<file path="src/rtl/control_sequencer.sv">
// control_sequencer: microcoded-style control FSM for a small 8-bit accumulator CPU.
// Steps T0..T4 fetch and execute one instruction; HLT parks the FSM in HALTED until rst.
// All control outputs are decoded combinationally from the current state, the opcode and
// the latched ALU flags, so reset forces them to their T0 values immediately.
//
// Ports
//   clk, rst        rising-edge clock, asynchronous active-high reset
//   opcode          instruction register upper nibble (ir[7:4])
//   c_in, z_in      ALU carry / zero, latched into cf / zf when flags_load=1
//   pc_out, ir_out, ram_out, a_out, alu_enable         bus drivers (at most one active)
//   mar_load, ir_load, a_load, b_load, ram_in, pc_load, out_load, flags_load   loads
//   sub, inc_a, dec_a                                  ALU operation select
//   pc_inc          program counter increment
//   halt            high while HALTED
//   step            current state encoding
//   cf, zf          latched carry / zero flags
module control_sequencer #(
   parameter int unsigned OPW = 4
) (
   input  logic           clk,
   input  logic           rst,
   input  logic [OPW-1:0] opcode,
   input  logic           c_in,
   input  logic           z_in,
   output logic           pc_out,
   output logic           ir_out,
   output logic           ram_out,
   output logic           a_out,
   output logic           alu_enable,
   output logic           mar_load,
   output logic           ir_load,
   output logic           a_load,
   output logic           b_load,
   output logic           ram_in,
   output logic           pc_load,
   output logic           out_load,
   output logic           flags_load,
   output logic           sub,
   output logic           inc_a,
   output logic           dec_a,
   output logic           pc_inc,
   output logic           halt,
   output logic [2:0]     step,
   output logic           cf,
   output logic           zf
);

   typedef enum logic [2:0] {
      StT0   = 3'd0,
      StT1   = 3'd1,
      StT2   = 3'd2,
      StT3   = 3'd3,
      StT4   = 3'd4,
      StHalt = 3'd7
   } state_e;

   localparam logic [3:0] OpLda = 4'h0;
   localparam logic [3:0] OpAdd = 4'h1;
   localparam logic [3:0] OpSub = 4'h2;
   localparam logic [3:0] OpSta = 4'h3;
   localparam logic [3:0] OpLdi = 4'h4;
   localparam logic [3:0] OpJmp = 4'h5;
   localparam logic [3:0] OpJc  = 4'h6;
   localparam logic [3:0] OpJz  = 4'h7;
   localparam logic [3:0] OpInc = 4'h8;
   localparam logic [3:0] OpDec = 4'h9;
   localparam logic [3:0] OpOut = 4'hE;
   localparam logic [3:0] OpHlt = 4'hF;

   state_e     state_q, state_d;
   logic       cf_q, zf_q;
   logic [3:0] op;

   // Decoding is defined on a 4-bit opcode; other widths are resized to it.
   assign op = 4'(opcode);

   always_ff @(posedge clk or posedge rst) begin
      if (rst) begin
         state_q <= StT0;
         cf_q    <= 1'b0;
         zf_q    <= 1'b0;
      end else begin
         state_q <= state_d;
         if (flags_load) begin
            cf_q <= c_in;
            zf_q <= z_in;
         end
      end
   end

   always_comb begin
      state_d    = state_q;
      pc_out     = 1'b0;
      ir_out     = 1'b0;
      ram_out    = 1'b0;
      a_out      = 1'b0;
      alu_enable = 1'b0;
      mar_load   = 1'b0;
      ir_load    = 1'b0;
      a_load     = 1'b0;
      b_load     = 1'b0;
      ram_in     = 1'b0;
      pc_load    = 1'b0;
      out_load   = 1'b0;
      flags_load = 1'b0;
      sub        = 1'b0;
      inc_a      = 1'b0;
      dec_a      = 1'b0;
      pc_inc     = 1'b0;
      halt       = 1'b0;

      unique case (state_q)
         StT0: begin
            pc_out   = 1'b1;
            mar_load = 1'b1;
            state_d  = StT1;
         end
         StT1: begin
            ram_out = 1'b1;
            ir_load = 1'b1;
            pc_inc  = 1'b1;
            state_d = StT2;
         end
         StT2: begin
            state_d = StT0;
            case (op)
               OpLda, OpAdd, OpSub, OpSta: begin
                  ir_out   = 1'b1;
                  mar_load = 1'b1;
                  state_d  = StT3;
               end
               OpLdi: begin
                  ir_out = 1'b1;
                  a_load = 1'b1;
               end
               OpJmp: begin
                  ir_out  = 1'b1;
                  pc_load = 1'b1;
               end
               OpJc: begin
                  ir_out  = cf_q;
                  pc_load = cf_q;
               end
               OpJz: begin
                  ir_out  = zf_q;
                  pc_load = zf_q;
               end
               OpInc: begin
                  inc_a      = 1'b1;
                  alu_enable = 1'b1;
                  a_load     = 1'b1;
                  flags_load = 1'b1;
               end
               OpDec: begin
                  dec_a      = 1'b1;
                  alu_enable = 1'b1;
                  a_load     = 1'b1;
                  flags_load = 1'b1;
               end
               OpOut: begin
                  a_out    = 1'b1;
                  out_load = 1'b1;
               end
               OpHlt: state_d = StHalt;
               default: ;  // A..D are NOPs
            endcase
         end
         StT3: begin
            state_d = StT0;
            case (op)
               OpLda: begin
                  ram_out = 1'b1;
                  a_load  = 1'b1;
               end
               OpAdd, OpSub: begin
                  ram_out = 1'b1;
                  b_load  = 1'b1;
                  state_d = StT4;
               end
               OpSta: begin
                  a_out  = 1'b1;
                  ram_in = 1'b1;
               end
               default: ;  // opcode changed after T2; nothing to do
            endcase
         end
         StT4: begin
            alu_enable = 1'b1;
            a_load     = 1'b1;
            flags_load = 1'b1;
            sub        = (op == OpSub);
            state_d    = StT0;
         end
         StHalt: begin
            halt    = 1'b1;
            state_d = StHalt;
         end
         default: state_d = StT0;  // unused codes 5,6 recover to fetch
      endcase
   end

   assign step = state_q;
   assign cf   = cf_q;
   assign zf   = zf_q;

endmodule

</file>
<file path="config.mk">
export PLATFORM = sky130hd
export DESIGN_NAME = control_sequencer
export DESIGN_NICKNAME = d
export VERILOG_FILES = /design/src/rtl/control_sequencer.sv
export SDC_FILE = /design/constraint.sdc
export NUM_CORES = 1
export LEC_CHECK = 0
export CELL_PAD_IN_SITES_DETAIL_PLACEMENT = 0
export CELL_PAD_IN_SITES_GLOBAL_PLACEMENT = 1
export CORE_ASPECT_RATIO = 0.6
export CORE_MARGIN = 10
export CORE_UTILIZATION = 23
export CTS_CLUSTER_SIZE = 12
export DETAILED_ROUTE_END_ITERATION = 16
export GPL_TIMING_DRIVEN = 0
export PLACE_DENSITY_LB_ADDON = 0.1
export RECOVER_POWER = 50
export SYNTH_ARGS = -nofsm -noshare
export SYNTH_HDL_FRONTEND = slang
export SYNTH_SLANG_ARGS = --single-unit
</file>
<file path="constraint.sdc">
create_clock -name clk -period 1.4 [get_ports clk]
set_input_delay 0.28 -clock clk [delete_from_list [all_inputs] [get_ports clk]]
set_output_delay 0.28 -clock clk [all_outputs]
set_load 0.005 [all_outputs]
</file>
==> run summary, run 1 <==
Fillers -> 191
Final setup vio count -> 20
Yosys warning count -> 0
Leakage -> 0.6237 nW
# IOs -> 31
Tot Pwr -> 2.251 mW
Asr flop ratio synth -> 100.0%
Final Non-Filler Cells -> 167
Share of the synthesized area in the top cell type -> 21.69%
Crit Path Max Fanout -> 5
Clk slew on worst S/H paths -> 0.03 ns
Post-synth top cells -> 9 x nand3_1, 5 x dfrtp_1, 5 x inv_1
First-pass DRT Iterations -> 4
Worst slew pin tran -> 0.2607 ns
Final nets -> 146
Initial antenna violation count -> 0
DRT iter0 DRCs -> 81
Status -> finished with violations
Drt drc -> 0
Clock Path Buffers -> 2
Number of global-route vias before repair -> 789
Syn Std Cell Area -> 576.8 um^2
Sink Count -> 5
CTS tree -> yes
Top post-synthesis cells by area -> dfrtp_1 22%, nand3_1 7.8%, nand4bb_1 3.9%, o211ai_1 3.9%, buf_2 3.5%
Dpl ws -> -1.180 ns
Total number of vias -> 837
Gpl congestion -> 0.7566
First-pass GRT wire length -> 4174 um
Crit Path Class -> register to primary output
Met3 global-route usage -> 4.396%
Fmax achieved -> 549.9 MHz
Most common cell in the netlist -> nand3_1
Grt met1 use -> 13.24%
Length in cells of the worst reg-to-reg path -> 6
Hold Fails Final Rpt -> 0
Fin crit period -> 1.819 ns
Top cell type by total area after synthesis -> dfrtp_1
Reg2reg end -> step[2]$_DFF_PP0_
Post-synth EDFFs -> 0
Unrepaired setup endpoints after global routing -> yes
DIE HEIGHT -> 58.79 um
CTS H-tree lvls -> 1
Hold Slack -> 0.4025 ns
Synth Flop Type -> dfrtp_1
Crit-path slowest cell -> dfrtp_2
Avg WL per Cell -> 17.66 um
VDD IR max -> 0.0007839 V
Max-cap violation count -> 0
Max Clock Skew -> 0.001452 ns
Flops & latches, synth -> 5
Num CTS Buffers -> 3
PortBufs -> 28
Setup TNS -> -5.139 ns
Die Wd -> 84.65 um
Worst Setup End Kind -> primary output
Congestion Overflow GR -> 0
Avg Cell Area, Syn -> 7.901 um^2
Crit path DAT -> 1.54 ns
Busiest grt layer -> met2
Flop-to-flop setup slack -> -0.02 ns
Sequential share of the synthesized area -> 21.69%
Via/cell ratio -> 5.012
Clock root buffer -> clkbuf_8
Crit-path cells -> buf_12 > buf_8 > nor2b_4 > a21oi_4 > buf_4 > o32ai_2 > buf_2
Initial Utilization -> 25.33%
Total track usage -> 10.24%
Placed cells -> 131
Area Overhead vs Synth -> 144.9%
CP max stage delay -> 0.46 ns
R2r startpoint -> step[2]$_DFF_PP0_
Fin crit share -> 129.9%
PD cells -> 1594 mW/mm^2
Die area -> 0.004977 mm^2
Critical Path Start Type -> register
Fin. max-slew vios -> 0
HP Class -> input pin to asynchronous set/reset pin
Post-DRT Antenna Nets -> 0
Routed WL -> 2949 um
Post-Layout Inst Area -> 0.001413 mm^2
Clock latency on the worst-skew pair -> 0.22 ns
Hold buffer count at CTS -> 0
Post-DP HPWL -> 1672 um
Rows -> 13
Util after Layout -> 62.03%
Syn_nets -> 81
CP required -> 1.12 ns
Distinct cells, synth -> 38
M2 GR Usage -> 16.08%
Ant diodes -> 0
Pin count of the biggest net entering global routing -> 11
Layout cells sized above 1 -> 67.88%
Setup ws final -> -0.4185 ns
Placed Area -> 895.9 um^2
Max-slew headroom -> 82.56%
Synthesized instance count -> 73
Failing checks -> negative setup slack
Core ar. -> 0.002277 mm^2
-- layout by cell type (no fill, tap or decap), types with 2 or more instances in the layout --
cell,instances
buf_8,2
nand3_1,7
dfrtp_2,2
dfrtp_1,3
nand4_1,2
inv_1,2
buf_6,23
nor4_4,2
buf_4,19
inv_2,3
buf_12,2
a22oi_1,2
buf_2,13
clkdlybuf4s50_1,2
nor2b_1,2
nor2_2,2
o211ai_1,3
clkbuf_8,3
dlygate4sd2_1,5
a211oi_2,2
nand2b_1,2
-- cell families (layout without fill, tap and decap cells) --
kind of cell	Yosys count	after routing	share of synthesized area (%)
AOI/OAI and AO/OA	16	16	22.34
xor gates and xnor gates	1	1	1.519
buffers and inverters	14	78	12.58
DFF	5	5	21.69
muxes	1	1	1.735
and+or+nand+nor	36	36	40.13
-- repair_timing --
item                       CTS  global route
gates cloned                 1             1
resized for setup          120            37
pin swaps                   11            11
buffers inserted            21            11
setup endpoints to repair   24            19
-- routing by layer --
layer | part of all wire (%) | vias up
met5 | 0 | -
met4 | 0 | 0
met3 | 6.4 | 0
met2 | 46 | 32
met1 | 47 | 404
li1 | - | 401
-- worst max-delay path by stage --
stage / startpoint / end / slack [ns] / depth (start not counted)
2_1_floorplan: step[2]$_DFF_PP0_ / a_load / -0.04 / 3
3_3_place_gp: opcode[2] / a_load / -1.19 / 5
3_5_place_dp: opcode[2] / a_load / -1.18 / 5
4_1_cts: step[2]$_DFF_PP0_ / a_load / -0.41 / 5
5_1_grt: step[2]$_DFF_PP0_ / a_load / -0.52 / 5
6_report: step[2]$_DFF_PP0_ / a_load / -0.42 / 7
-- registers in the layout, summed over array words and instances (netlist names) --
signal and flops:
cf 1, step 3, zf 1
-- cell type report --
class | count | area [um^2] | share of cell area, %
repair buffers | 60 | 536.8 | 38.00
inverters | 5 | 18.77 | 1.329
clock buffers | 4 | 45.04 | 3.189
multi-input cells | 54 | 543.0 | 38.44
well taps | 30 | 37.54 | 2.657
flip-flops and latches | 5 | 127.6 | 9.035
plain buffers | 9 | 103.9 | 7.352
-- worst max-delay path: cells and delay by family, from the launching register on --
family / cells / cell delay [ns]
compound gates: 2 / 0.19
buf+inv: 4 / 0.53
flops: 1 / 0.46
simple gates: 1 / 0.14
-- power breakdown --
group / leakage [nW] / switching (mW) / internal [mW]
clock network: 0.0228 / 0.0643 / 0.195
logic: 0.547 / 0.698 / 1.02
registers: 0.0541 / 0.0725 / 0.204
Note: power is estimated with default switching activity, not from simulation.
==> run 2: changes to the inputs <==
--- a/config.mk
+++ b/config.mk
@@ -5,13 +5,15 @@
 export SDC_FILE = /design/constraint.sdc
 export NUM_CORES = 1
 export LEC_CHECK = 0
+export ABC_CLOCK_PERIOD_IN_PS = 1400
+export CAP_MARGIN = 10
 export CELL_PAD_IN_SITES_DETAIL_PLACEMENT = 0
 export CELL_PAD_IN_SITES_GLOBAL_PLACEMENT = 1
-export CORE_ASPECT_RATIO = 0.6
 export CORE_MARGIN = 10
-export CORE_UTILIZATION = 23
+export CORE_UTILIZATION = 36
 export CTS_CLUSTER_SIZE = 12
 export DETAILED_ROUTE_END_ITERATION = 16
+export DONT_BUFFER_PORTS = 1
 export GPL_TIMING_DRIVEN = 0
 export PLACE_DENSITY_LB_ADDON = 0.1
 export RECOVER_POWER = 50
==> run summary, run 2 (synthesized netlist as in run 1, its figures left out) <==
Total track usage -> 10.58% (was 10.24%)
Clock share of power -> 12.1% (was 11.5%)
Post-DP HPWL -> 1418 um (was 1672 um)
Largest register FFs -> 3 (unchanged)
Flop-to-flop setup slack -> -0.01 ns (was -0.02 ns)
Initial Utilization -> 38.29% (was 25.33%)
Initial antenna violation count -> 0 (unchanged)
CTS tree -> yes (unchanged)
Net switching power -> 0.6099 mW (was 0.8346 mW)
PortBufs -> 0 (was 28)
DRT iter0 DRCs -> 11 (was 81)
Worst setup endpoint -> a_out (was a_load)
PD cells -> 1570 mW/mm^2 (was 1594 mW/mm^2)
Clock root buffer -> clkbuf_4 (was clkbuf_8)
Max-cap violation count -> 0 (unchanged)
Gpl congestion -> 0.7802 (was 0.7566)
Pint -> 0.7399 mW (was 1.416 mW)
# IOs -> 31 (unchanged)
Leakage -> 0.3111 nW (was 0.6237 nW)
Layout cells sized above 1 -> 49.40% (was 67.88%)
Fillers -> 147 (was 191)
Max Clock Skew -> 0.003660 ns (was 0.001452 ns)
Util after Layout -> 57.06% (was 62.03%)
Setup ws final -> -0.3397 ns (was -0.4185 ns)
Failing checks -> negative setup slack (unchanged)
Fin. max-slew vios -> 0 (unchanged)
Tot Pwr -> 1.350 mW (was 2.251 mW)
CP required -> 1.12 ns (about the same)
R2r startpoint -> step[2]$_DFF_PP0_ (unchanged)
Fin crit period -> 1.740 ns (was 1.819 ns)
Length in cells of the worst reg-to-reg path -> 6 (unchanged)
Commonest non-fill, non-tap cell in the layout -> nand3_1 (was buf_6)
Reg2reg end -> step[2]$_DFF_PP0_ (unchanged)
Critical Path Start Type -> register (unchanged)
Core ar. -> 0.001506 mm^2 (was 0.002277 mm^2)
Congestion Overflow GR -> 0 (unchanged)
Max-slew headroom -> 77.72% (was 82.56%)
Ant diodes -> 0 (unchanged)
Clk slew on worst S/H paths -> 0.04 ns (was 0.03 ns)
Placed Area -> 598.1 um^2 (was 895.9 um^2)
Placed cells -> 89 (was 131)
Worst Setup End Kind -> primary output (unchanged)
Crit path DAT -> 1.46 ns (was 1.54 ns)
Sink Count -> 5 (unchanged)
Hold Fails Final Rpt -> 0 (unchanged)
Combinational share of power -> 65.5% (was 76.2%)
Rows -> 14 (was 13)
Avg WL per Cell -> 19.88 um (was 17.66 um)
Via/cell ratio -> 6.010 (was 5.012)
First-pass GRT wire length -> 2973 um (was 4174 um)
Worst slew pin tran -> 0.3306 ns (was 0.2607 ns)
Clock Path Buffers -> 2 (unchanged)
Seq pwr share -> 22.5% (was 12.3%)
Sw Ratio -> 45.19% (was 37.08%)
Num CTS Buffers -> 3 (unchanged)
Setup TNS -> -3.459 ns (was -5.139 ns)
VDD IR max -> 0.001062 V (was 0.0007839 V)
Crit Path Class -> register to primary output (unchanged)
Most frequent cells in the layout -> 8 x nand3_1, 6 x buf_4, 4 x inv_1, 4 x clkbuf_4 (was 23 x buf_6, 19 x buf_4, 13 x buf_2, 7 x nand3_1, 5 x dlygate4sd2_1)
DIE HEIGHT -> 60.03 um (was 58.79 um)
Final Non-Filler Cells -> 99 (was 167)
Die area -> 0.003603 mm^2 (was 0.004977 mm^2)
Routed WL -> 1968 um (was 2949 um)
Crit Path Max Fanout -> 5 (unchanged)
Fmax achieved -> 574.8 MHz (was 549.9 MHz)
Die Wd -> 60.03 um (was 84.65 um)
Post-Layout Inst Area -> 859.6 um^2 (was 0.001413 mm^2)
Status -> finished with violations (unchanged)
Number of global-route vias before repair -> 580 (was 789)
Worst Setup SP -> step[2]$_DFF_PP0_ (unchanged)
Drt drc -> 0 (unchanged)
Fin crit share -> 124.3% (was 129.9%)
Clock latency on the worst-skew pair -> 0.24 ns (was 0.22 ns)
Final nets -> 92 (was 146)
HP Class -> input pin to register (was input pin to asynchronous set/reset pin)
Post-DRT Antenna Nets -> 0 (unchanged)
Total number of vias -> 595 (was 837)
First-pass DRT Iterations -> 6 (was 4)
Final setup vio count -> 18 (was 20)
CTS H-tree lvls -> 1 (unchanged)
Unrepaired setup endpoints after global routing -> yes (unchanged)
Pin count of the biggest net entering global routing -> 11 (unchanged)
Area Overhead vs Synth -> 49.02% (was 144.9%)
-- run 2: worst max-delay path: stages, from the launching register on --
cell and delay (ns):
dfrtp_2 0.44, nand4bb_4 0.21, or3b_1 0.40, a21oi_2 0.17
-- run 2: worst min-delay path by stage --
stage | startpoint | end | cells past startpoint
6_report | opcode[2] | step[2]$_DFF_PP0_ | 2
3_3_place_gp | rst | step[0]$_DFF_PP0_ | 1
3_5_place_dp | rst | step[0]$_DFF_PP0_ | 1
2_1_floorplan | rst | cf$_DFFE_PP0P_ | 1
4_1_cts | opcode[2] | step[2]$_DFF_PP0_ | 2
5_1_grt | opcode[2] | step[2]$_DFF_PP0_ | 2
-- run 2: layout make-up --
| class | count | area [um^2] | area share, % |
|---|---|---|---|
| buffer | 9 | 77.57 | 9.025 |
| clock buffer | 4 | 26.28 | 3.057 |
| inverter | 5 | 18.77 | 2.183 |
| multi-input combinational | 54 | 525.5 | 61.14 |
| sequential | 5 | 127.6 | 14.85 |
| tap | 16 | 20.02 | 2.329 |
| timing repair buffer | 6 | 63.81 | 7.424 |
-- run 2: power groups by stage --
stage	combinational [mW]	sequential, mW	clock (mW)
global placement	0.564	0.292	0
finish	0.883	0.303	0.163
CTS	0.846	0.306	0.169
global route	0.953	0.314	0.192
floorplan	0.454	0.257	0
detailed placement	0.565	0.290	0
-- run 2: metal layers --
metal  global-route usage, %  part of all wire, %  up-vias
li1                        -                    -      287
met1                   12.34                   41      283
met2                   17.21                   51       23
met3                   2.754                  6.8        2
met4                   5.449                 0.71        0
met5                       0                    0        -
-- run 2: stage by stage --
| stage | hold WS (ns) | setup slack, ns |
|---|---|---|
| 3_5_place_dp | 0.07223 | -0.2326 |
| 5_1_grt | 0.2848 | -0.4144 |
| 4_1_cts | 0.2834 | -0.3607 |
| 6_report | 0.3059 | -0.3397 |
| 3_3_place_gp | 0.06901 | -0.2317 |
| 2_1_floorplan | 0.05852 | -0.04202 |
-- run 2: what timing repair did --
action                                  CTS  global route
setup buffers                             4             1
resized for setup                        37             3
pin swaps                                12             1
endpoints found under the hold margin     5             0
hold buffers                              1             0
gates cloned                              0             0
endpoints found under the setup margin   19            19
